File: config.mk
export PLATFORM = sky130hd
export DESIGN_NAME = scpu_unified_mem_ctrl
export DESIGN_NICKNAME = d
export VERILOG_FILES = /design/src/rtl/scpu_unified_mem_ctrl.sv
export SDC_FILE = /design/constraint.sdc
export NUM_CORES = 2
export LEC_CHECK = 0
export BUFFER_PORTS_ARGS = -buffer_cell sky130_fd_sc_hd__buf_2
export CORE_MARGIN = 2
export CORE_UTILIZATION = 55
export DETAILED_ROUTE_END_ITERATION = 16
export PLACE_DENSITY = 0.71
export SYNTH_ARGS = -nofsm -noshare
export SYNTH_HDL_FRONTEND = slang
export SYNTH_SLANG_ARGS = --single-unit
File: constraint.sdc
create_clock -name clk -period 7.6 [get_ports clk]
set_input_delay 0.76 -clock clk [delete_from_list [all_inputs] [get_ports clk]]
set_output_delay 0.76 -clock clk [all_outputs]
set_load 0.05 [all_outputs]
File: src/rtl/scpu_unified_mem_ctrl.sv
// Unified byte-wide memory shared by the serial CPU's instruction-fetch and data ports.
// Round-robin arbitration, one byte per cycle, little-endian word assembly, req/ack handshake.
module scpu_unified_mem_ctrl #(
    parameter int BYTE_W     = 8,
    parameter int WORD_BYTES = 2,
    parameter int ADDR_W     = 9,
    parameter int DEPTH      = 512
) (
    input  logic                         clk,
    input  logic                         rst,
    input  logic                         i_req,
    input  logic [ADDR_W-1:0]            i_addr,
    output logic                         i_ack,
    output logic [BYTE_W*WORD_BYTES-1:0] i_rdata,
    input  logic                         d_req,
    input  logic                         d_we,
    input  logic                         d_size,
    input  logic [ADDR_W-1:0]            d_addr,
    input  logic [BYTE_W*WORD_BYTES-1:0] d_wdata,
    output logic                         d_ack,
    output logic [BYTE_W*WORD_BYTES-1:0] d_rdata,
    output logic                         busy
);

    localparam int WORD_W = BYTE_W * WORD_BYTES;
    localparam int BEAT_W = (WORD_BYTES > 1) ? $clog2(WORD_BYTES) : 1;
    localparam int EXT_W  = ADDR_W + BEAT_W + 1;
    localparam logic P_INSTR = 1'b0;
    localparam logic P_DATA  = 1'b1;

    typedef enum logic [1:0] {S_IDLE, S_XFER, S_ACK} state_t;

    state_t              r_state, w_next;
    logic                r_last_grant;
    logic                r_port;
    logic                r_we;
    logic [ADDR_W-1:0]   r_addr;
    logic [BEAT_W-1:0]   r_beat;
    logic [BEAT_W-1:0]   r_last_idx;
    logic [WORD_W-1:0]   r_wdata;
    logic [WORD_W-1:0]   r_shadow;
    logic [BYTE_W-1:0]   r_mem [DEPTH];

    logic                w_grant_d;
    logic                w_last_beat;
    logic [ADDR_W-1:0]   w_i_base;
    logic [ADDR_W-1:0]   w_d_base;
    logic [WORD_W-1:0]   w_merged;
    logic [BYTE_W-1:0]   w_wbyte;

    function automatic logic [ADDR_W-1:0] f_wrap(input logic [EXT_W-1:0] a);
        logic [EXT_W-1:0] m;
        m = a % EXT_W'(DEPTH);
        return m[ADDR_W-1:0];
    endfunction

    function automatic logic [ADDR_W-1:0] f_next_addr(input logic [ADDR_W-1:0] a);
        return (a == ADDR_W'(DEPTH - 1)) ? '0 : a + 1'b1;
    endfunction

    // Data wins only when instruction is idle or was served last.
    assign w_grant_d   = d_req && (!i_req || (r_last_grant == P_INSTR));
    assign w_last_beat = (r_beat == r_last_idx);
    assign w_i_base    = f_wrap(EXT_W'(i_addr) * EXT_W'(WORD_BYTES));
    assign w_d_base    = f_wrap(EXT_W'(d_addr));
    assign w_wbyte     = r_wdata[r_beat*BYTE_W +: BYTE_W];

    always_comb begin
        w_merged = r_shadow;
        w_merged[r_beat*BYTE_W +: BYTE_W] = r_mem[r_addr];
    end

    always_ff @(posedge clk) begin
        if (rst) begin
            r_state      <= S_IDLE;
            r_last_grant <= P_DATA;
        end else begin
            r_state <= w_next;
            if (r_state == S_ACK) r_last_grant <= r_port;
        end
    end

    always_comb begin
        w_next = r_state;
        case (r_state)
            S_IDLE:  if (i_req || d_req) w_next = S_XFER;
            S_XFER:  if (w_last_beat)    w_next = S_ACK;
            S_ACK:   w_next = S_IDLE;
            default: w_next = S_IDLE;
        endcase
    end

    always_comb begin
        busy  = (r_state != S_IDLE);
        i_ack = (r_state == S_ACK) && (r_port == P_INSTR);
        d_ack = (r_state == S_ACK) && (r_port == P_DATA);
    end

    // Grant latches the winner's request; later input changes are ignored.
    always_ff @(posedge clk) begin
        if (r_state == S_IDLE) begin
            r_port     <= w_grant_d;
            r_addr     <= w_grant_d ? w_d_base : w_i_base;
            r_beat     <= '0;
            r_last_idx <= (w_grant_d && !d_size) ? '0 : BEAT_W'(WORD_BYTES - 1);
            r_we       <= w_grant_d && d_we;
            r_wdata    <= d_wdata;
            r_shadow   <= '0;
        end else if (r_state == S_XFER) begin
            r_beat <= r_beat + 1'b1;
            r_addr <= f_next_addr(r_addr);
            if (!r_we) r_shadow <= w_merged;
        end
    end

    // Read data is published on the last beat so it is valid alongside ack.
    always_ff @(posedge clk) begin
        if (rst) begin
            i_rdata <= '0;
            d_rdata <= '0;
        end else if ((r_state == S_XFER) && w_last_beat && !r_we) begin
            if (r_port == P_DATA) d_rdata <= w_merged;
            else                  i_rdata <= w_merged;
        end
    end

    // A reset arriving mid-write blocks the beat in flight; earlier beats persist.
    always_ff @(posedge clk) begin
        if (!rst && (r_state == S_XFER) && r_we) r_mem[r_addr] <= w_wbyte;
    end

endmodule

* Yosys cells after proc, flatten, opt, wreduce, memory -nomap -nowiden
Memories as Yosys holds them, arrays and structs flattened. A register that Yosys moved wholly into a read port is not among the register bits.
Index checks and enable logic that the tools add are counted.
** Storage, ports and cells
- Flip-flop bits (word level) :: 80
- RAM bits :: 4096
- Input bits :: 40
- Word-level logic and storage cells :: 61
- Memories kept :: 1
** Memory list
- r_mem :: words 512, width 8, read ports 1, clocked after Yosys merged registers in 1, wr ports 1, line 42 : logic [BYTE_W-1:0] r_mem [DEPTH];
** Cells by class
- Add/subtract/negate cells :: 3
- Eq/ne operators :: 6
- Shifts and indexed selects :: 3
- Multiplexer cells :: 12
- Bitwise gates (word level) :: 3
- Reductions and logical operators :: 22
** Operator list (number)
- 9-bit two-way mux :: 5
- 4-bit negation with 34-bit output :: 1
- 8-bit by 34-bit variable shift with 16-bit output (first input constant) :: 1
- 8-bit by 34-bit indexed part select with 16-bit output :: 1
- 16-bit bitwise mux :: 1
- 16-bit by 5-bit indexed part select with 8-bit output :: 1
- 9-bit by 1-bit adder with 9-bit output (second input constant) :: 1
- 9-bit equality test (second input constant) :: 1
- 1-bit logical AND :: 9
- 2-bit AND reduction :: 4
- 1-bit logical NOT :: 4
- 2-bit two-way mux :: 2
- 2-bit != test (second input constant) :: 2
- 2-bit case mux with 2 select lines :: 1
- 2-bit nonzero test :: 2
- 1-bit two-way mux :: 3
- 1-bit inverter :: 3
- 2-bit by 1-bit equality test with 1-bit output (second input constant) :: 1
- 2-bit equality test (second input constant) :: 1
- 2-bit logical NOT :: 1
- 1-bit logical OR :: 2
- 1-bit adder (second input constant) :: 1
- 1-bit equality test :: 1

* Depth between registers and ports, before layout
- Depth in word-level cells :: 6
- Mapped depth :: 15

* Worst setup path before layout
No wires, ideal clock.
- Path kind :: reg-to-reg
- From :: register r_beat
- To :: memory r_mem[0][0], data pin
- Data arrival time :: 4.677 ns
- Data required time :: 6.689 ns
- Path slack :: 2.012 ns
- Stages on the path, launching flop included :: 5
- Path buffers :: 3
- Period minus slack after synthesis :: 5.588 ns
- Cell sequence :: dfxtp_1 clkbuf_1 clkbuf_1 buf_1 mux2_2
** On the way
- Longest elaborated chain between the ends :: 1
** Ends and longest elaborated chain
- start, declared :: line 38 : logic [BEAT_W-1:0] r_beat;
- start signal, assigned :: line 110 : r_beat <= r_beat + 1'b1;
- 16-bit by 5-bit indexed part select with 8-bit output :: line 66 : assign w_wbyte = r_wdata[r_beat*BYTE_W +: BYTE_W];
- net w_wbyte[0] :: line 49 : logic [BYTE_W-1:0] w_wbyte;
- end, declared :: line 42
The timed path passes the listed nets, and every way through them passes these cells.

==> metrics.cfg <==
[outcome]
status=finished with violations
violations=capacitance limit

[pwr]
p_leak_nw=56.1
peakVddDrop_v=0.000262
powerDensity_nw_per_um2=340
p_total_mw=61.7

[worst_setup_path]
setup.worst_path.class=flop to flop
reg2reg_slack_ns=2.20
critPathArrivalTime_ns=6.16
critPathCaptureType=flop
crit_fanout=52
worstPathRequired_ns=8.36
cp-start-kind=flop

[timing]
finalHoldViolCount=0
fin_skew_ns=0.0527
rsz0062_at_grt=no
finalCritPeriodShare=0.711
tns_ns=0
fin_crit_ns=5.40
setup_slack_ns=2.20
maxSlewViolCount=0
tightest_slew_ns=1.42
whs_ns=0.0510
setup_viol=0
slew_headroom=0.0273
fmax_mhz=185

[floorplan]
dieArea_um2=303000
io_pins=75
core_um2=297000
die_w_um=550
rows=200
initial_core_util=0.553
fp.dieH_um=550

[drt]
avgViaCountPerCell=6.77
dr.pass1.iters=6
drc_errors=0
ant_nets=0
wl_um=430000
vias=83600
drt_iter0_drc=13200
routedWlPerCell_um=34.8

[clock_network]
cts_made_buffers=402
post_cts_resized=0
path_clk_slew_ns=0.07
clk_path_buf_depth=4
htree_levels=5
clock_latency_ns=0.92
cts_tree=done
cts.sink_count=4185
root_buffer=clkbuf_16

[run]
cap_violations=1

[grt]
overflow=0
first_global_vias=81600
grt_util_all_layers=0.283
grt_antenna_before_repair=27
grt_max_degree=213
grt_pass1_wl_um=607000

[synthesis]
yosysTopAreaCell=edfxtp_1
syn_nets=7951
yosys_warnings=0
syn_area_um2=164000
postSynth.asyncResetShare=0
synth_edf_count=4124
ys_ff_latch=4185
ys_seq_area_frac=0.762
avgSynthCellArea_um2=20.8
synthDominantCellAreaShare=0.754
synth.distinct_cells=100
ys.flop_type=edfxtp_1
synthTopCellsByArea=edfxtp_1, mux4_2, mux2i_1, nor2_1, mux4_1
synthCells=7906

[place]
dp_slack_ns=2.36
place.gp.congestion=0.871
port_buffers=73
dp_hpwl_um=257000

[final_layout]
syn_to_final_growth_pct=10.4
fillers=20100
multiInputGateArea_um2=35900
drive_above_1_share=0.218
area.sequential_um2=125000
fin_nets=8138

[min_path]
hp-class=primary input to flop

## registers in the layout (all words and copies together) (netlist names), named ones only
name	cells
r_mem	4096
d_rdata	16
i_rdata	16
r_shadow	16
r_wdata	16
r_addr	9
r_state	2
r_beat	1
r_last_grant	1
r_last_idx	1
r_port	1
r_we	1
## final cells by class
cell class | instances | area share
Antenna cell | 7 | 0.0000967
Clock buffer | 480 | 0.0582
Clock inverter | 237 | 0.0127
Inverter | 12 | 0.000318
Multi-Input combinational cell | 3217 | 0.198
Sequential cell | 4185 | 0.690
Tap cell | 3939 | 0.0272
Timing Repair Buffer | 275 | 0.0129
## timing repair
action / in CTS / in global routing
hold endpoints to repair: 15 / 0
hold buffers: 15 / 0
setup buffers: 0 / 0
## metrics by stage
step,cells,area (µm²),util
finish,12400,181000,0.610
global placement,11600,168000,0.567
detailed placement,11600,168000,0.567
CTS,12300,181000,0.610
floorplan,7906,164000,-
global route,12300,181000,0.610
## kinds of logic (layout without fill, tap and decap cells)
logic type	after synthesis	after routing	share of synthesized area
flip-flops	4185	4185	0.762
multiplexers	1315	1315	0.154
AND/OR/NAND/NOR	1185	1185	0.0321
AO/OA/AOI/OAI	705	705	0.0299
buffers and inverters	504	1004	0.0216
XOR/XNOR	7	7	0.000374
adder cells (fa/ha/maj)	5	5	0.000381
other	0	7	0
## Yosys cell counts (9+ instances only)
library cell	count
a2111oi_0	14
a211o_1	9
a211oi_1	38
a21oi_1	134
a221oi_1	25
a22o_1	11
a22oi_1	125
a311oi_1	11
a31oi_1	35
and2_1	29
and3_1	11
buf_1	15
buf_12	33
buf_2	117
buf_4	65
buf_6	44
buf_8	29
clkbuf_1	177
dfxtp_1	61
edfxtp_1	4124
mux2_2	32
mux2i_1	344
mux4_1	71
mux4_2	868
nand2_1	271
nand2b_1	13
nand3_1	72
nand4_1	15
nor2_1	596
nor2b_1	39
nor3_1	43
nor3b_1	35
nor4_1	11
o211ai_1	15
o21ai_0	71
o21ai_1	28
o221ai_1	55
o22ai_1	70
## path summary, 6_finish.rpt
path,startpoint,to,cells after the start
max reg2reg,flop,i_rdata[11]$_SDFFE_PP0P_,9
max,flop,i_rdata[11]$_SDFFE_PP0P_,9
min reg2reg,r_last_grant$_SDFFE_PP1N_,r_last_grant$_SDFFE_PP1N_,1
min,d_wdata[5],r_wdata[5]$_DFFE_PP_,1
## cell usage in the layout (no fill, tap or decap), types with 85 or more instances in the layout
cell	instances
edfxtp_1	4124
mux4_2	868
nor2_1	590
clkbuf_16	410
mux2i_1	344
nand2_1	254
buf_4	154
a21oi_1	134
a22oi_1	125
clkinv_2	85
## where the power goes
group / leakage [nW] / internal [mW] / total, mW / switching (mW)
clock network: 6.28 / 11.3 / 19.8 / 8.48
logic: 12.3 / 5.03 / 14.8 / 9.73
registers: 37.6 / 26.9 / 27.1 / 0.276
## worst max-delay path, cell delays in order, from the launching register on
cell and delay [ns]:
dfxtp_4 1.09, buf_12 0.45, mux4_2 0.56, a22oi_1 0.27, nand2_1 0.11, o21ai_0 0.95, or4_1 0.51, a211oi_1 0.19
a31oi_2 0.85, o21ai_1 0.18
## metal layers
| metal | wire (µm) | global-route usage | part of all wire |
|---|---|---|---|
| met3 | 54600 | 0.0774 | 0.13 |
| met1 | 159000 | 0.401 | 0.37 |
| met2 | 199000 | 0.428 | 0.46 |
| met4 | 17200 | 0.100 | 0.040 |
| met5 | 81 | 0 | 0.00019 |
No activity file was read; power rests on OpenSTA's default activity.
